$ cat config.mk
export PLATFORM = sky130hd
export DESIGN_NAME = dcache_miss_ctrl
export DESIGN_NICKNAME = d
export VERILOG_FILES = /design/src/rtl/dcache_miss_ctrl_pkg.sv /design/src/rtl/dcache_miss_ctrl_sat_counter.sv /design/src/rtl/dcache_miss_ctrl.sv
export SDC_FILE = /design/constraint.sdc
export NUM_CORES = 1
export LEC_CHECK = 0
export CAP_MARGIN = 20
export CORE_MARGIN = 2
export CORE_UTILIZATION = 52
export CTS_CLUSTER_SIZE = 16
export DETAILED_ROUTE_END_ITERATION = 8
export GPL_TIMING_DRIVEN = 0
export PLACE_DENSITY = 0.86
export SLEW_MARGIN = 30
export SYNTH_ARGS = -nofsm -noshare
export SYNTH_HDL_FRONTEND = slang
export SYNTH_SLANG_ARGS = --single-unit
$ cat constraint.sdc
create_clock -name clk -period 6.15 [get_ports clk]
set_input_delay 1.23 -clock clk [delete_from_list [all_inputs] [get_ports clk]]
set_output_delay 1.23 -clock clk [all_outputs]
set_load 0.1 [all_outputs]
$ cat src/rtl/dcache_miss_ctrl_pkg.sv
// Shared definitions for the data-cache miss sequencer and the decoder's
// cache controller: FSM states and the mux-select encodings.
package dcache_miss_ctrl_pkg;

  typedef enum logic [1:0] {
    IDLE      = 2'd0,
    WRITEBACK = 2'd1,
    REFILL    = 2'd2
  } miss_state_t;

  localparam logic CACHE_IN_CPU    = 1'b0;
  localparam logic CACHE_IN_MEM    = 1'b1;
  localparam logic MEM_ADDR_REQ    = 1'b0;
  localparam logic MEM_ADDR_VICTIM = 1'b1;

endpackage

$ cat src/rtl/dcache_miss_ctrl_sat_counter.sv
// Event counter that sticks at its maximum value instead of wrapping.
module sat_counter #(
  parameter int W = 32
) (
  input  logic         clk,
  input  logic         rst_b,
  input  logic         inc,
  output logic [W-1:0] value
);

  // Count one event per cycle, holding once all ones is reached
  always_ff @(posedge clk or negedge rst_b) begin
    if (!rst_b) begin
      value <= '0;
    end else if (inc && (value != {W{1'b1}})) begin
      value <= value + {{(W-1){1'b0}}, 1'b1};
    end
  end

endmodule

$ cat src/rtl/dcache_miss_ctrl.sv
// Data-cache miss sequencer: stalls the pipeline on a miss, writes back a
// dirty victim if needed, refills the line, and then lets the access replay
// as a hit. Also keeps hit, miss and writeback counters.
module dcache_miss_ctrl
  import dcache_miss_ctrl_pkg::*;
#(
  parameter int ADDR_W = 32,
  parameter int CNT_W  = 32
) (
  input  logic              clk,
  input  logic              rst_b,
  input  logic              req_valid,
  input  logic              req_write,
  input  logic [ADDR_W-1:0] req_addr,
  input  logic [ADDR_W-1:0] victim_addr,
  input  logic              cache_hit,
  input  logic              cache_dirty,
  input  logic              mem_ready,
  output logic              mem_req,
  output logic              mem_write_en,
  output logic [ADDR_W-1:0] mem_addr,
  output logic              we_cache,
  output logic              cache_input_type,
  output logic              memory_address_type,
  output logic              set_dirty,
  output logic              set_valid,
  output logic              pc_enable,
  output logic [CNT_W-1:0]  hit_count,
  output logic [CNT_W-1:0]  miss_count,
  output logic [CNT_W-1:0]  wb_count
);

  miss_state_t       state, next_state;
  logic [ADDR_W-1:0] req_addr_q;
  logic [ADDR_W-1:0] victim_addr_q;
  logic              latch_addr;
  logic              hit_inc, miss_inc, wb_inc;

  // State register plus the line addresses captured when the miss is seen
  always_ff @(posedge clk or negedge rst_b) begin
    if (!rst_b) begin
      state         <= IDLE;
      req_addr_q    <= '0;
      victim_addr_q <= '0;
    end else begin
      state <= next_state;
      if (latch_addr) begin
        req_addr_q    <= {req_addr[ADDR_W-1:2], 2'b00};
        victim_addr_q <= victim_addr;
      end
    end
  end

  // Next state, cache/memory controls and counter events; everything is
  // held quiet while reset is asserted so an aborted transfer commits nothing
  always_comb begin
    next_state          = state;
    mem_req             = 1'b0;
    mem_write_en        = 1'b0;
    mem_addr            = '0;
    we_cache            = 1'b0;
    cache_input_type    = CACHE_IN_CPU;
    memory_address_type = MEM_ADDR_REQ;
    set_dirty           = 1'b0;
    set_valid           = 1'b0;
    pc_enable           = 1'b1;
    latch_addr          = 1'b0;
    hit_inc             = 1'b0;
    miss_inc            = 1'b0;
    wb_inc              = 1'b0;
    if (rst_b) begin
      case (state)
        IDLE: begin
          if (req_valid) begin
            if (cache_hit) begin
              hit_inc = 1'b1;
              if (req_write) begin
                we_cache         = 1'b1;
                cache_input_type = CACHE_IN_CPU;
                set_dirty        = 1'b1;
                set_valid        = 1'b1;
              end
            end else begin
              pc_enable  = 1'b0;
              latch_addr = 1'b1;
              miss_inc   = 1'b1;
              if (cache_dirty) begin
                next_state = WRITEBACK;
                wb_inc     = 1'b1;
              end else begin
                next_state = REFILL;
              end
            end
          end
        end
        WRITEBACK: begin
          mem_req             = 1'b1;
          mem_write_en        = 1'b1;
          memory_address_type = MEM_ADDR_VICTIM;
          mem_addr            = victim_addr_q;
          pc_enable           = 1'b0;
          if (mem_ready) begin
            next_state = REFILL;
          end
        end
        REFILL: begin
          mem_req             = 1'b1;
          memory_address_type = MEM_ADDR_REQ;
          mem_addr            = req_addr_q;
          pc_enable           = 1'b0;
          if (mem_ready) begin
            we_cache         = 1'b1;
            cache_input_type = CACHE_IN_MEM;
            set_valid        = 1'b1;
            set_dirty        = 1'b0;
            next_state       = IDLE;
          end
        end
        default: begin
          next_state = IDLE;
        end
      endcase
    end
  end

  sat_counter #(.W(CNT_W)) u_hit_cnt (
    .clk   (clk),
    .rst_b (rst_b),
    .inc   (hit_inc),
    .value (hit_count)
  );

  sat_counter #(.W(CNT_W)) u_miss_cnt (
    .clk   (clk),
    .rst_b (rst_b),
    .inc   (miss_inc),
    .value (miss_count)
  );

  sat_counter #(.W(CNT_W)) u_wb_cnt (
    .clk   (clk),
    .rst_b (rst_b),
    .inc   (wb_inc),
    .value (wb_count)
  );

endmodule

==> results of run 1 <==
cells by family after synthesis:
family	share of synthesized area, %
simple gates	27.54
flops	53.47
xor+xnor	10.53
compound gates	4.361
buf+inv	2.289
fa+ha+maj	1.170
mux	0.6515
through the flow:
| stage | utilization (%) | total power, uW | TNS, ps | area [um^2] |
|---|---|---|---|---|
| 2_1_floorplan | - | 2398 | 0 | 7488 |
| 3_3_place_gp | 69.74 | 2748 | -1002430 | 9756 |
| 3_5_place_dp | 69.94 | 2786 | 0 | 9783 |
| 4_1_cts | 74.54 | 3944 | 0 | 10430 |
| 5_1_grt | 74.47 | 4111 | 0 | 10420 |
| 6_report | 74.47 | 3930 | 0 | 10420 |
layout make-up:
cell class	instances	area (um^2)	area share (%)
clock inverter	10	183.9	1.766
inverter	10	37.54	0.3603
tap	180	225.2	2.162
sequential	160	4004	38.43
multi-input combinational	589	3313	31.80
clock buffer	21	460.4	4.420
buffer	31	133.9	1.285
timing repair buffer	205	2059	19.77
synthesized netlist by cell type, drive strengths merged:
master / n / share of area, %
a211oi: 2 / 0.20
a21oi: 4 / 0.27
a22oi: 30 / 3.0
a31oi: 1 / 0.084
and2: 6 / 0.50
and3: 16 / 1.4
and3b: 2 / 0.23
and4: 5 / 0.58
and4b: 1 / 0.13
buf: 6 / 0.53
clkbuf: 25 / 1.3
dfrtp: 160 / 53
ha: 7 / 1.2
inv: 10 / 0.50
mux2: 4 / 0.65
nand2: 236 / 12
nand2b: 2 / 0.17
nand3: 40 / 2.7
nand3b: 1 / 0.10
nand4: 33 / 2.9
nand4b: 2 / 0.23
nor2: 59 / 3.0
nor3: 18 / 1.4
nor4: 13 / 1.5
o211ai: 2 / 0.20
o21a: 1 / 0.10
o21ai: 4 / 0.27
o22a: 1 / 0.12
o31a: 1 / 0.12
or2: 3 / 0.25
or3: 1 / 0.084
or4: 2 / 0.30
or4b: 2 / 0.27
xnor2: 57 / 6.7
xor2: 33 / 3.9
placed cells by master, fill, tap and decap left out, types with 10 or more instances in the layout:
cell	synthesis	layout
xor2_1	33	33
nand4_1	31	31
clkbuf_1	25	27
nand2_1	236	236
dfrtp_1	160	160
nand3_1	39	39
nor4_1	10	10
and3_1	15	15
inv_1	10	10
nor3_1	17	17
clkbuf_16	0	17
clkdlybuf4s50_1	0	200
nor2_1	57	57
xnor2_1	57	57
a22oi_1	30	30
worst paths after layout:
check | cells after the start | slack, ps | end | start
min in group asynchronous | 1 | 770 | u_hit_cnt.value[13] | rst_b
worst min-delay path | 2 | 480 | victim_addr_q[6] | victim_addr_q[6]
worst min register to register | 2 | 480 | victim_addr_q[6] | victim_addr_q[6]
worst max-delay path | 8 | 440 | we_cache | rst_b
worst max register to register | 8 | 3500 | u_miss_cnt.value[31] | state[0]
max in group asynchronous | 2 | 4570 | victim_addr_q[11] | rst_b
where the power goes:
part           switching [uW]  total, uW  internal, uW
Clock                     413       1150           739
Sequential                179       1480          1300
Combinational             944       1300           356
registers in the layout (all words and copies together), names as in the netlist:
name and cells:
req_addr_q 30, u_miss_cnt.value 32, u_hit_cnt.value 32, u_wb_cnt.value 32
victim_addr_q 32, state 2
per-layer routing:
layer / routed length [um] / vias up
li1: - / 3116
met1: 8357 / 3232
met2: 9982 / 257
met3: 1276 / 42
met4: 546 / 0
met5: 0 / -
tightest hold or removal path, cell delays in order, from the launching register on:
cell	delay, ps
dfrtp_1	340
nand2_1	50
nand2_1	50
==> run metrics, run 1 <==
status=completed; Startpoint Class=input pin; DP Cell Count=1175; vias in the first global route=6492; Final Critical Period=~5700 ps; Num CTS Buffers=17; RSZ-0062 raised after global routing=false; worst slew pin tran=1027 ps; Clk pin slew, worst setup/hold paths=60 ps; syn_area_per_cell=roughly 9.5 um^2; Critical Path AT=4480 ps; GR Layer Usage met2=about 45%; # DRC=0; Critical-path top delay cell=clkdlybuf4s50_1; clock root cell=clkbuf_16; Fin Hold WS=around 480 ps; worst setup path class=input pin to primary output; clk_lat worst skew=420 ps; Max Cap Viol=0; initial antenna violation count=0; Slew Limit Fails=0; Starting Density=between 50% and 60%; Synth cell types=50; maximum VDD drop=307.7 uV; clk sink count=160; Relative slew margins=around 31%; # port buffers=just over 200; Mapped Area=about 7500 um^2; all-layer global routing usage=26.98%; GR Overflow Total=0; H-tree depth=4; worst slack at placement=382.5 ps; met1 Usage GRT=34.33%; die height=124.0 um; Cells after Synth=790; CP endpoint kind=primary output; 1st-iter DRT viols=460; CTS tree=done; largest net degree at the start of global routing=86; final setup violation count=0; Setup Skew=4.672 ps; yosys warns=0; fmax=0.1752 GHz; #FFs+latches synth=160; CP delay by family, top=buffers and inverters; TritonRoute pass-1 iters=5; GPL Wtd Cong=0.8668; Post-CTS Setup Inserts=0; Worst Slack Setup Final=443.7 ps; Post-Syn Nets=between 800 and 900; Final period util=92.79%; hold_buf cts=0; Fill cells=around 1000; Top Ports=207; final non-filler cell total=1206; Routed WL=just over 20000 um; FP Rows=43; die area=15380 um^2; nets@finish=between 1000 and 1500; first-pass GRT wire length=32150 um; Max Buffers Root-to-Sink=2; sequential share of the synthesized area=53.47%; detailed placement HPWL=14380 um; layout cell share with drive strength beyond 1=5.458%; WP data required=roughly 5000 ps; Hold Crit Class=flop to flop; core area=13990 um^2; routed vias=6647; per-cell routed wire length=16.72 um; critical path, cell by cell=buf_8 -> buf_16 -> clkbuf_1 -> and4_1 -> and2_1 -> o22a_1 -> buf_4 -> clkdlybuf4s50_1; vias per std cell=roughly 5.5; final hold viol count=0; total power per unit cell area=between 300 and 400 nW/um^2; Max FO, Critical Path=85; cts repair resizes=0; max incr delay on CP=1110 ps; GRT met3 Usage=5.952%; Pleak=0.004688 uW; die width=124.0 um; Buf/Inv on CP=5; busiest grt layer=met2; DRT antenna net count=0; Diodes inserted=0; area grow syn2layout=39.11%
No activity file was read; power rests on OpenSTA's default activity.
==> inputs of run 2 (changes only) <==
--- a/config.mk
+++ b/config.mk
@@ -6,7 +6,7 @@
 export NUM_CORES = 1
 export LEC_CHECK = 0
 export CAP_MARGIN = 20
-export CORE_MARGIN = 2
+export CORE_MARGIN = 4
 export CORE_UTILIZATION = 52
 export CTS_CLUSTER_SIZE = 16
 export DETAILED_ROUTE_END_ITERATION = 8
==> run 2 against run 1 <==
Effect of this change:
- maximum frequency down 0.24%
- critical path depth stayed put
- final cell count hardly changed
- hold slack gained 1.8 ps
- non-clock buffer count stayed put
- first-iteration DRC count is 1.7% lower
- sequential share of layout area rose by 0.33 points
- global-route usage shrank 1.4 points
- via count grew 0.41%
- die area rose by 6.6%
==> run metrics, run 2 (synthesis results as in run 1) <==
hold path start=victim_addr_q[31]; hold_buf cts=0 (unchanged); layout cell share with drive strength beyond 1=5.556% (+0.097 points); die height=128.0 um (+3.2%); clk sink count=160 (unchanged); Fin Hold WS=479.9 ps (+1.846 ps); Setup Skew=8.619 ps (+3.947 ps); WP data required=4920 ps (about the same); H-tree depth=4 (unchanged); Reg2Reg Depth=8 (unchanged); CTS tree=done; Relative slew margins=31.12% (-0.22 points); all-layer global routing usage=25.57% (-1.4 points); worst setup path class=input pin to primary output; Pleak=0.004644 uW (-0.93%); worst slew pin tran=1030 ps (+3.214 ps); final core utilization=73.84% (-0.64 points); busiest grt layer=met2; nets@finish=1092 (unchanged); clock root cell=clkbuf_16; reg2reg setup slack=3570 ps (+70 ps); sequential power share=39.1% (+1.5 points); Startpoint Class=input pin; met1 Usage GRT=32.99% (-1.3 points); reg-to-reg critical path endpoint=u_miss_cnt.value[27]; critical path, cell by cell=buf_8 -> buf_16 -> clkbuf_1 -> and4_1 -> and2_1 -> o22a_1 -> buf_4 -> clkdlybuf4s50_1; clk_lat worst skew=430 ps (about the same); power share of the clock group=26.5% (-2.8 points); Critical-path top delay cell=clkdlybuf4s50_1; routed vias=6674 (+0.41%); Top Ports=207 (unchanged); first-pass GRT wire length=33320 um (+3.6%); 1st-iter DRT viols=452 (-1.7%); Comb power frac=34.4% (+1.3 points); commonest non-fill, non-tap cell in the layout=nand2_1; Critical Path AT=4490 ps (about the same); CP endpoint kind=primary output; Max FO, Critical Path=88 (+3.5%); switch share=40.83% (+1.7 points); Routed WL=20480 um (+1.6%); fmax=0.1748 GHz (-0.24%); Slew Limit Fails=0 (unchanged); cts repair resizes=0 (unchanged); maximum VDD drop=266.7 uV (-13%); Hold Crit Class=flop to flop; Max Cap Viol=0 (unchanged); area grow syn2layout=37.93%; vias in the first global route=6714 (+3.4%); final hold viol count=0 (unchanged); GR Overflow Total=0 (unchanged); final setup violation count=0 (unchanged); Net Switching=1545 uW (+0.52%); die width=128.0 um (+3.2%); Final period util=93.00% (+0.22 points); RSZ-0062 raised after global routing=false; RR Startpoint=state[0]; vias per std cell=5.529 (+0.32%); DRT antenna net count=0 (unchanged); GPL Wtd Cong=0.8576 (-1.1%); GRT met3 Usage=5.958% (+0.0060 points); Num CTS Buffers=17 (unchanged); status=completed; Final Critical Period=5720 ps (+13.49 ps); per-cell routed wire length=16.97 um (+1.5%); Hold Crit Depth=2 (unchanged); detailed placement HPWL=14860 um (+3.3%); # port buffers=204 (unchanged); core area=13990 um^2 (unchanged); Starting Density=53.53% (unchanged); Max Buffers Root-to-Sink=2 (unchanged); Hold EP=victim_addr_q[31]; die area=16390 um^2 (+6.6%); Clk pin slew, worst setup/hold paths=60 ps (about the same); FP Rows=43 (unchanged); TritonRoute pass-1 iters=5 (unchanged); commonest cells after routing, fill and taps aside=236 x nand2_1, 199 x clkdlybuf4s50_1, 160 x dfrtp_1; # DRC=0 (unchanged); total power per unit cell area=366.3 nW/um^2 (-2.9%); initial antenna violation count=1 (+1); internal power=2238 uW (-6.5%); GR Layer Usage met2=41.53% (-3.6 points); Post-CTS Setup Inserts=0 (unchanged); max incr delay on CP=1120 ps (about the same); largest net degree at the start of global routing=89 (+3.5%)
## run 2: cell types whose count changed in the layout (fill, tap and decap cells not counted), sizes merged
| cell | before | now |
|---|---|---|
| bufinv | 5 | 1 |
| buf | 10 | 12 |
| clkinvlp | 2 | 4 |
| clkdlybuf4s50 | 200 | 199 |
| diode | 0 | 1 |
| inv | 10 | 11 |
## run 2: layer usage
metal  vias up  part of all wire, %  wire [um]
li1       3119                    -          -
met1      3241                   41       8390
met2       276                   50      10220
met3        38                  6.6       1349
met4         0                  2.6        527
met5         -                    0          0
## run 2: layout make-up
type	instances	area, um^2
clock buffer	22	474.2
timing repair buffer	205	2054
inverter	10	37.54
fill	992	3660
multi-input combinational	589	3313
sequential	160	4004
clock inverter	9	83.83
antenna	1	2.502
buffer	31	133.9
tap	180	225.2
## run 2: worst max-delay path: cells and delay by family
family	cells	cell delay, ps
and+or+nand+nor	2	520
AOI/OAI and AO/OA	1	200
buffers and inverters	5	2450
## run 2: power by group through the flow
stage / logic (uW) / registers, uW / clock network (uW)
after global routing: 1400 / 1500 / 1060
after CTS: 1310 / 1470 / 1010
final: 1300 / 1480 / 1000
after detailed placement: 1300 / 1480 / 0
after floorplan: 714 / 1680 / 0
after global placement: 1270 / 1480 / 0
## run 2: how the worst max path moves through the flow
| stage | depth (start not counted) | to | startpoint |
|---|---|---|---|
| after floorplan | 5 | we_cache | rst_b |
| after global placement | 7 | we_cache | rst_b |
| after detailed placement | 8 | we_cache | rst_b |
| after CTS | 8 | we_cache | rst_b |
| after global routing | 8 | we_cache | rst_b |
| final | 8 | we_cache | rst_b |
## run 2: through the flow
| step | std cells | area, um^2 | setup slack (ps) | TNS [ps] | power (uW) |
|---|---|---|---|---|---|
| floorplan | 790 | 7488 | 1121 | 0 | 2398 |
| global placement | 1174 | 9756 | -4452 | -1004820 | 2746 |
| detailed placement | 1175 | 9783 | 393.4 | 0 | 2785 |
| CTS | 1206 | 10340 | 397.6 | 0 | 3799 |
| global route | 1207 | 10330 | 154.3 | 0 | 3968 |
| finish | 1207 | 10330 | 430.2 | 0 | 3783 |
